**src/rtl/sixty_four_bit_seq_subtractor.sv**
```systemverilog
// 64-bit a - b computed as a + ~b + 1, one 16-bit chunk per cycle (LSB first).
// done pulses 5 cycles after the accepting edge; start is ignored while busy.
module sixty_four_bit_seq_subtractor (
  input  logic        clk,
  input  logic        reset,
  input  logic        start,
  input  logic [63:0] a,
  input  logic [63:0] b,
  output logic        busy,
  output logic        done,
  output logic [63:0] diff,
  output logic        cout,
  output logic        ovrflow
);

  typedef enum logic [1:0] {S_IDLE, S_CALC, S_DONE} state_t;

  state_t      r_state;
  state_t      w_next;
  logic [63:0] r_a;
  logic [63:0] r_b;
  logic [63:0] r_diff;
  logic        r_carry;
  logic        r_cout;
  logic        r_ovf;
  logic [1:0]  r_cnt;

  logic        w_accept;
  logic [15:0] w_a_chunk;
  logic [15:0] w_b_chunk;
  logic [16:0] w_sum;
  logic        w_d63;

  // DONE accepts a new start just like IDLE, giving back-to-back operation.
  assign w_accept  = start && (r_state != S_CALC);
  assign w_a_chunk = r_a[{r_cnt, 4'd0} +: 16];
  assign w_b_chunk = r_b[{r_cnt, 4'd0} +: 16];
  assign w_sum     = {1'b0, w_a_chunk} + {1'b0, ~w_b_chunk} + {16'd0, r_carry};
  assign w_d63     = w_sum[15];

  always_ff @(posedge clk) begin
    if (reset) r_state <= S_IDLE;
    else       r_state <= w_next;
  end

  always_comb begin
    w_next = r_state;
    case (r_state)
      S_IDLE:  if (start) w_next = S_CALC;
      S_CALC:  if (r_cnt == 2'd3) w_next = S_DONE;
      S_DONE:  w_next = start ? S_CALC : S_IDLE;
      default: w_next = S_IDLE;
    endcase
  end

  always_comb begin
    busy = (r_state == S_CALC);
    done = (r_state == S_DONE);
  end

  always_ff @(posedge clk) begin
    if (reset) begin
      r_a     <= '0;
      r_b     <= '0;
      r_diff  <= '0;
      r_carry <= 1'b0;
      r_cout  <= 1'b0;
      r_ovf   <= 1'b0;
      r_cnt   <= 2'd0;
    end else if (w_accept) begin
      r_a     <= a;
      r_b     <= b;
      r_carry <= 1'b1;
      r_cnt   <= 2'd0;
    end else if (r_state == S_CALC) begin
      r_diff[{r_cnt, 4'd0} +: 16] <= w_sum[15:0];
      r_carry <= w_sum[16];
      r_cnt   <= r_cnt + 2'd1;
      if (r_cnt == 2'd3) begin
        r_cout <= w_sum[16];
        r_ovf  <= (r_a[63] & ~r_b[63] & ~w_d63) | (~r_a[63] & r_b[63] & w_d63);
      end
    end
  end

  assign diff    = r_diff;
  assign cout    = r_cout;
  assign ovrflow = r_ovf;

endmodule

```
**config.mk**
```make
export PLATFORM = sky130hd
export DESIGN_NAME = sixty_four_bit_seq_subtractor
export DESIGN_NICKNAME = d
export VERILOG_FILES = /design/src/rtl/sixty_four_bit_seq_subtractor.sv
export SDC_FILE = /design/constraint.sdc
export NUM_CORES = 1
export LEC_CHECK = 0
export ABC_AREA = 1
export CORE_AREA = 2 2 164 166
export DETAILED_ROUTE_END_ITERATION = 8
export DIE_AREA = 0 0 166 168
export GPL_TIMING_DRIVEN = 0
export PLACE_DENSITY = 0.65
export SLEW_MARGIN = 20
export SYNTH_ARGS = -nofsm -noshare
export SYNTH_HDL_FRONTEND = slang
export SYNTH_SLANG_ARGS = --single-unit
```
**constraint.sdc**
```tcl
create_clock -name clk -period 3.1 [get_ports clk]
set_input_delay 0.465 -clock clk [delete_from_list [all_inputs] [get_ports clk]]
set_output_delay 0.465 -clock clk [all_outputs]
set_load 0.02 [all_outputs]
```
==> results of run 1 <==
==> repair_timing <==
item / in CTS / in global routing
setup endpoints to repair: 60 / 45
pin swaps: 1 / 2
setup buffers: 0 / 2
gates cloned: 0 / 1
gates resized for setup: 30 / 43
==> cells in the mapped netlist (2+ instances only) <==
cell and number:
buf_4 13, a21oi_1 90, nand2_1 226, xor2_1 5, inv_2 3, a32o_1 14
buf_1 7, buf_2 10, a32oi_1 4, inv_1 62, fa_1 2, ha_1 21
nor3_1 5, nand2_2 2, nand4_1 20, o22ai_1 15, nand3_1 29, o21bai_1 2
xnor2_1 2, nor2_2 3, o21ai_0 162, a22oi_1 4, nor2_1 311, dfxtp_1 199
clkbuf_1 54
==> power by group <==
part	internal (W)	total [W]	switching (W)
registers	0.00272	0.00283	0.000107
logic	0.000643	0.00168	0.00104
clock network	0.00124	0.00230	0.00105
total	0.00461	0.00681	0.00220
==> path summary, 6_finish.rpt <==
check | to | slack [ns] | depth (start not counted)
worst max-delay path | diff[8]$_SDFFE_PP0P_ | 0.15 | 14
worst min-delay path | diff[18]$_SDFFE_PP0P_ | 0.46 | 2
worst max register to register | diff[8]$_SDFFE_PP0P_ | 0.15 | 14
worst min register to register | diff[18]$_SDFFE_PP0P_ | 0.46 | 2
==> cell type report <==
class | instances | area [µm²] | area share [%]
multi-input cells | 925 | 4530 | 37.0
flip-flops and latches | 199 | 3990 | 32.6
repair buffers | 200 | 1990 | 16.3
plain buffers | 85 | 453 | 3.70
clock buffers | 20 | 447 | 3.65
well taps | 341 | 427 | 3.49
inverters | 65 | 244 | 1.99
clock inverters | 12 | 154 | 1.26
==> routing by layer <==
layer  global-route usage (%)  up-vias  share of wire [%]
met5                        0        -                  0
met4                     10.1        0                3.9
met3                     3.27       65                6.4
met2                     36.4      358                 47
met1                     28.7     4335                 43
li1                         -     4614                  -
==> worst reg2reg max path, stage by stage, from the launching register on <==
cell and delay [ns]:
dfxtp_4 0.39, buf_4 0.19, buf_2 0.21, o21ai_0 0.19
o22ai_1 0.13, fa_2 0.37, fa_2 0.36, inv_1 0.08
nand3_1 0.12, nand3_4 0.13, a21oi_1 0.12, xnor2_2 0.26
buf_4 0.16, nand2_1 0.04, a21oi_1 0.12
==> cells in the final DEF, fill, tap and decap left out, types with 3 or more instances in the layout <==
cell / netlist / layout
inv_1: 62 / 61
xor2_1: 5 / 3
buf_4: 13 / 17
o22ai_2: 0 / 11
clkbuf_4: 0 / 6
nor2_1: 311 / 310
nor3_1: 5 / 5
clkbuf_16: 0 / 17
inv_6: 0 / 4
dfxtp_1: 199 / 197
nand3_1: 29 / 26
buf_2: 10 / 10
nand2_1: 226 / 222
nand2_2: 2 / 5
nor2_2: 3 / 4
a22oi_1: 4 / 4
ha_1: 21 / 21
inv_8: 0 / 3
buf_1: 7 / 3
nand4_1: 20 / 20
o21ai_0: 162 / 161
a32o_1: 14 / 14
inv_2: 3 / 4
a21oi_1: 90 / 88
a32oi_1: 4 / 4
clkdlybuf4s50_1: 0 / 197
o22ai_1: 15 / 4
clkbuf_1: 54 / 44
clkbuf_2: 0 / 6
==> kinds of logic (layout without fill, tap and decap cells) <==
group / Yosys count / in the layout
xor gates and xnor gates: 7 / 7
DFF: 199 / 199
adders and majority gates: 23 / 23
and+or+nand+nor: 601 / 601
buffers and inverters: 150 / 382
AOI/OAI and AO/OA: 294 / 294
==> registers in the layout (all words and copies together), names as in the netlist <==
name / count
cout: 1
diff: 64
ovrflow: 1
r_a: 64
r_b: 64
r_carry: 1
r_cnt: 2
r_state: 2
==> metrics by stage <==
| step | hold slack, ns | instances | area [µm²] | setup TNS (ns) |
|---|---|---|---|---|
| 2_1_floorplan | 0.458 | 1274 | 8990 | 0 |
| 4_1_cts | 0.467 | 1844 | 12100 | -0.0334 |
| 6_report | 0.464 | 1847 | 12200 | 0 |
| 5_1_grt | 0.486 | 1847 | 12200 | -0.0174 |
| 3_3_place_gp | 0.454 | 1812 | 11400 | -17.85 |
| 3_5_place_dp | 0.457 | 1812 | 11400 | -17.08 |
==> results.sh, run 1 <==
export IMPL_worst_hold_path_type="reg -> reg"
export IMPL_syn2layout_area_growth_pct=36.1
export IMPL_path_max_fanout=10
export IMPL_syn_inst=1274
export IMPL_vias=9372
export IMPL_clock_path_buffers=2
export IMPL_wl_um=31200
export IMPL_viasPerCell=5.07
export IMPL_synth_mux_area_share_pct=0
export IMPL_dr_pass1_iters=7
export IMPL_start_util_pct=34.1
export IMPL_synth_top_area_share_pct=44.3
export IMPL_pre_cts_ws_ns=-0.626
export IMPL_ys_warn_count=0
export IMPL_fin_skew_ns=0.0163
export IMPL_max_vdd_ir_drop_uv=354
export IMPL_cts_made_buffers=17
export IMPL_required_ns=3.47
export IMPL_crit_path_start="r_cnt[0]$_SDFFE_PP0P_"
export IMPL_syn_area_per_cell_um2=7.06
export IMPL_cts_clk_slew_worst_paths_ns=0.07
export IMPL_cts_root_buf="clkbuf_16"
export IMPL_fp_dieH_um=168
export IMPL_rr_startpoint="r_cnt[0]$_SDFFE_PP0P_"
export IMPL_antenna_found_initial=0
export IMPL_grt_overflow=0
export IMPL_synth_fa_ha_area_share_pct=3.37
export IMPL_clock_fmax_ghz=0.339
export IMPL_insertion_delay_ns=0.45
export IMPL_final_util_pct=46.4
export IMPL_async_flop_share_pct=0
export IMPL_finalSetupViolations=0
export IMPL_synth_edff_count=0
export IMPL_grt_pass1_vias=8884
export IMPL_critPathSlowestCell="dfxtp_4"
export IMPL_start_kind="flip-flop"
export IMPL_synth_top_family_by_area="simple AND/OR/NAND/NOR gates"
export IMPL_drive_gt1_share_pct=7.57
export IMPL_antenna_cells=0
export IMPL_synthXorXnorAreaFrac_pct=0.682
export IMPL_timing_max_cap_violations=0
export IMPL_dieArea_um2=27900
export IMPL_hold_buffers=0
export IMPL_worstHoldStart="diff[18]$_SDFFE_PP0P_"
export IMPL_worst_slack_ns=0.146
export IMPL_ys_ff_latch=199
export IMPL_period_minus_slack_ns=2.95
export IMPL_cts_htree_levels=4
export IMPL_wl_per_cell_um=16.9
export IMPL_synth_simple_area_share_pct=26.8
export IMPL_die_w_um=166
export IMPL_portBuffers=197
export IMPL_cpPeakStageDelay_ns=0.39
export IMPL_coreArea_um2=26400
export IMPL_synth_cell_types=34
export IMPL_num_io_pins=199
export IMPL_antenna_left=0
export IMPL_outcome="complete, no violations"
export IMPL_drc=0
export IMPL_worstPathArrival_ns=3.32
export IMPL_ys_flop_type="dfxtp_1"
export IMPL_syn_area_um2=8990
export IMPL_tightest_slew_ns=0.631
export IMPL_fillers=2629
export IMPL_slew_headroom_pct=58.0
export IMPL_power_density_nw_per_um2=556
export IMPL_grt_pass1_wl_um=48100
export IMPL_fin_crit_sh_pct=95.3
export IMPL_track_usage_pct=22.1
export IMPL_syn_nets=1428
export IMPL_grt_max_degree=19
export IMPL_netlist_top_cells_area="dfxtp_1, nor2_1, nand2_1"
export IMPL_dp_hpwl_um=23900
export IMPL_yosysSeqAreaShare_pct=44.3
export IMPL_numClockSinks=199
export IMPL_endpoint_kind="flip-flop"
export IMPL_power_total_w=0.00681
export IMPL_row_count=60
export IMPL_gp_congestion=0.886
export IMPL_drtIter0Drc=910
export IMPL_synth_compound_area_share_pct=17.8
export IMPL_crit_buf_inv=4
export IMPL_finalHoldViolations=0
export IMPL_critPathKind="reg -> reg"
export IMPL_cts_tree="done"
export IMPL_cp_top_family="adder cells"
export IMPL_p_leak_nw=4.99
export IMPL_final_nets=1647
export IMPL_final_max_slew_violation_count=0
export IMPL_crit_chain="buf_4 > buf_2 > o21ai_0 > o22ai_1 > fa_2 > fa_2 > inv_1 > nand3_1 > nand3_4 > a21oi_1 > xnor2_2 > buf_4 > nand2_1 > a21oi_1"
export IMPL_yosysTopAreaCell="dfxtp_1"
Power figures use the tool's default switching activity.
==> run 2, diff against run 1 <==
--- a/config.mk
+++ b/config.mk
@@ -11,6 +11,7 @@
 export DIE_AREA = 0 0 166 168
 export GPL_TIMING_DRIVEN = 0
 export PLACE_DENSITY = 0.65
+export REMOVE_ABC_BUFFERS = 1
 export SLEW_MARGIN = 20
 export SYNTH_ARGS = -nofsm -noshare
 export SYNTH_HDL_FRONTEND = slang
==> results.sh, run 2 (synthesis results as in run 1) <==
export IMPL_timing_max_cap_violations=0
export IMPL_finalSetupViolations=0
export IMPL_cts_htree_levels=4
export IMPL_cts_clk_slew_worst_paths_ns=0.07
export IMPL_crit_chain="buf_16 > inv_8 > clkbuf_16 > o21ai_1 > o22ai_1 > fa_2 > fa_2 > inv_1 > nand3_1 > nand3_2 > nand3_1 > nand3_1 > nand2_1 > nand2_2 > nand3_1 > a21oi_1"
export IMPL_grt_pass1_wl_um=43000
export IMPL_clock_path_buffers=2
export IMPL_coreArea_um2=26400
export IMPL_antenna_left=0
export IMPL_cts_made_buffers=17
export IMPL_fin_skew_ns=0.00847
export IMPL_hold_buffers=0
export IMPL_portBuffers=198
export IMPL_fp_dieH_um=168
export IMPL_place_area_um2=11200
export IMPL_period_minus_slack_ns=2.96
export IMPL_slew_headroom_pct=31.3
export IMPL_finalHoldViolations=0
export IMPL_cpPeakStageDelay_ns=0.39
export IMPL_insertion_delay_ns=0.43
export IMPL_cp_top_family="simple AND/OR/NAND/NOR gates"
export IMPL_power_density_nw_per_um2=574
export IMPL_final_max_slew_violation_count=0
export IMPL_mostFrequentLayoutCells="nor2_1, nand2_1, dfxtp_1, clkdlybuf4s50_1, o21ai_0"
export IMPL_drive_gt1_share_pct=5.78
export IMPL_dieArea_um2=27900
export IMPL_outcome="complete, no violations"
export IMPL_cts_root_buf="clkbuf_16"
export IMPL_worstPathArrival_ns=3.31
export IMPL_mostFrequentLayoutCell="nor2_1"
export IMPL_crit_buf_inv=4
export IMPL_tightest_slew_ns=1.02
export IMPL_die_w_um=166
export IMPL_start_kind="flip-flop"
export IMPL_wl_um=28200
export IMPL_row_count=60
export IMPL_cp_common_cell="nand3_1"
export IMPL_final_nets=1577
export IMPL_max_vdd_ir_drop_uv=356
export IMPL_vias=8896
export IMPL_grt_pass1_vias=8079
export IMPL_stdcell_area_um2=12100
export IMPL_drtIter0Drc=689
export IMPL_path_max_fanout=24
export IMPL_grt_max_degree=79
export IMPL_gp_congestion=0.886
export IMPL_worst_slack_ns=0.140
export IMPL_wl_per_cell_um=15.9
export IMPL_antenna_cells=0
export IMPL_worst_hold_path_type="reg -> reg"
export IMPL_required_ns=3.45
export IMPL_antenna_found_initial=1
export IMPL_endpoint_kind="flip-flop"
export IMPL_numClockSinks=199
export IMPL_start_util_pct=34.1
export IMPL_cts_tree="done"
export IMPL_grt_overflow=0
export IMPL_pre_cts_ws_ns=-1.10
export IMPL_syn2layout_area_growth_pct=35.0
export IMPL_critPathSlowestCell="fa_2"
export IMPL_track_usage_pct=19.2
export IMPL_dp_hpwl_um=17700
export IMPL_drc=0
export IMPL_num_io_pins=199
export IMPL_clock_fmax_ghz=0.338
export IMPL_viasPerCell=5.01
export IMPL_dr_pass1_iters=5
export IMPL_fin_crit_sh_pct=95.5
export IMPL_critPathKind="reg -> reg"
export IMPL_p_leak_nw=4.91
run 2: tightest hold or removal path, cell delays in order, from the launching register on:
cell	delay (ns)
dfxtp_1	0.31
nand2_1	0.06
a21oi_1	0.05
run 2: metrics by stage:
step           TNS (ns)  total power [W]  instances  hold slack [ns]  utilization (%)
2_1_floorplan   -252.65          0.00376       1189            0.460                -
3_3_place_gp    -961.15          0.00436       1728            0.453             41.8
3_5_place_dp     -48.19          0.00439       1736            0.455             42.6
4_1_cts               0          0.00694       1773            0.466             45.5
5_1_grt         -0.0229          0.00733       1777            0.479             46.1
6_report              0          0.00696       1777            0.465             46.1
run 2: layout make-up:
| type | count | area [µm²] |
|---|---|---|
| fill | 2707 | 14200 |
| inverter | 65 | 264 |
| clock buffer | 18 | 439 |
| sequential | 199 | 3990 |
| multi-input combinational | 925 | 4470 |
| clock inverter | 14 | 219 |
| timing repair buffer | 215 | 2320 |
| tap | 341 | 427 |
run 2: final timing paths:
kind                    startpoint               endpoint  slack, ns  depth (start not counted)
max reg2reg  r_cnt[0]$_SDFFE_PP0P_  diff[44]$_SDFFE_PP0P_       0.14                         16
min reg2reg  diff[19]$_SDFFE_PP0P_  diff[19]$_SDFFE_PP0P_       0.46                          2
min          diff[19]$_SDFFE_PP0P_  diff[19]$_SDFFE_PP0P_       0.46                          2
max          r_cnt[0]$_SDFFE_PP0P_  diff[44]$_SDFFE_PP0P_       0.14                         16
run 2: what timing repair did:
action / in CTS / in global routing
endpoints found under the setup margin: 67 / 53
buffers inserted: 4 / 1
pin swaps: 2 / 2
endpoints found under the hold margin: 0 / 0
cloned: 1 / 3
gates resized for setup: 11 / 15
run 2: power breakdown:
part / internal, W / total (W) / leakage (nW) / switching (W)
logic: 0.000647 / 0.00165 / 2.95 / 0.00100
clock network: 0.00147 / 0.00250 / 0.323 / 0.00103
registers: 0.00272 / 0.00281 / 1.64 / 0.0000837
total: 0.00484 / 0.00696 / 4.91 / 0.00212
run 2: metal layers:
| layer | GRT usage (%) | part of all wire, % |
|---|---|---|
| met5 | 0 | 0 |
| met2 | 31.9 | 46 |
| met3 | 3.97 | 6.0 |
| met4 | 4.01 | 0.93 |
| met1 | 25.8 | 47 |
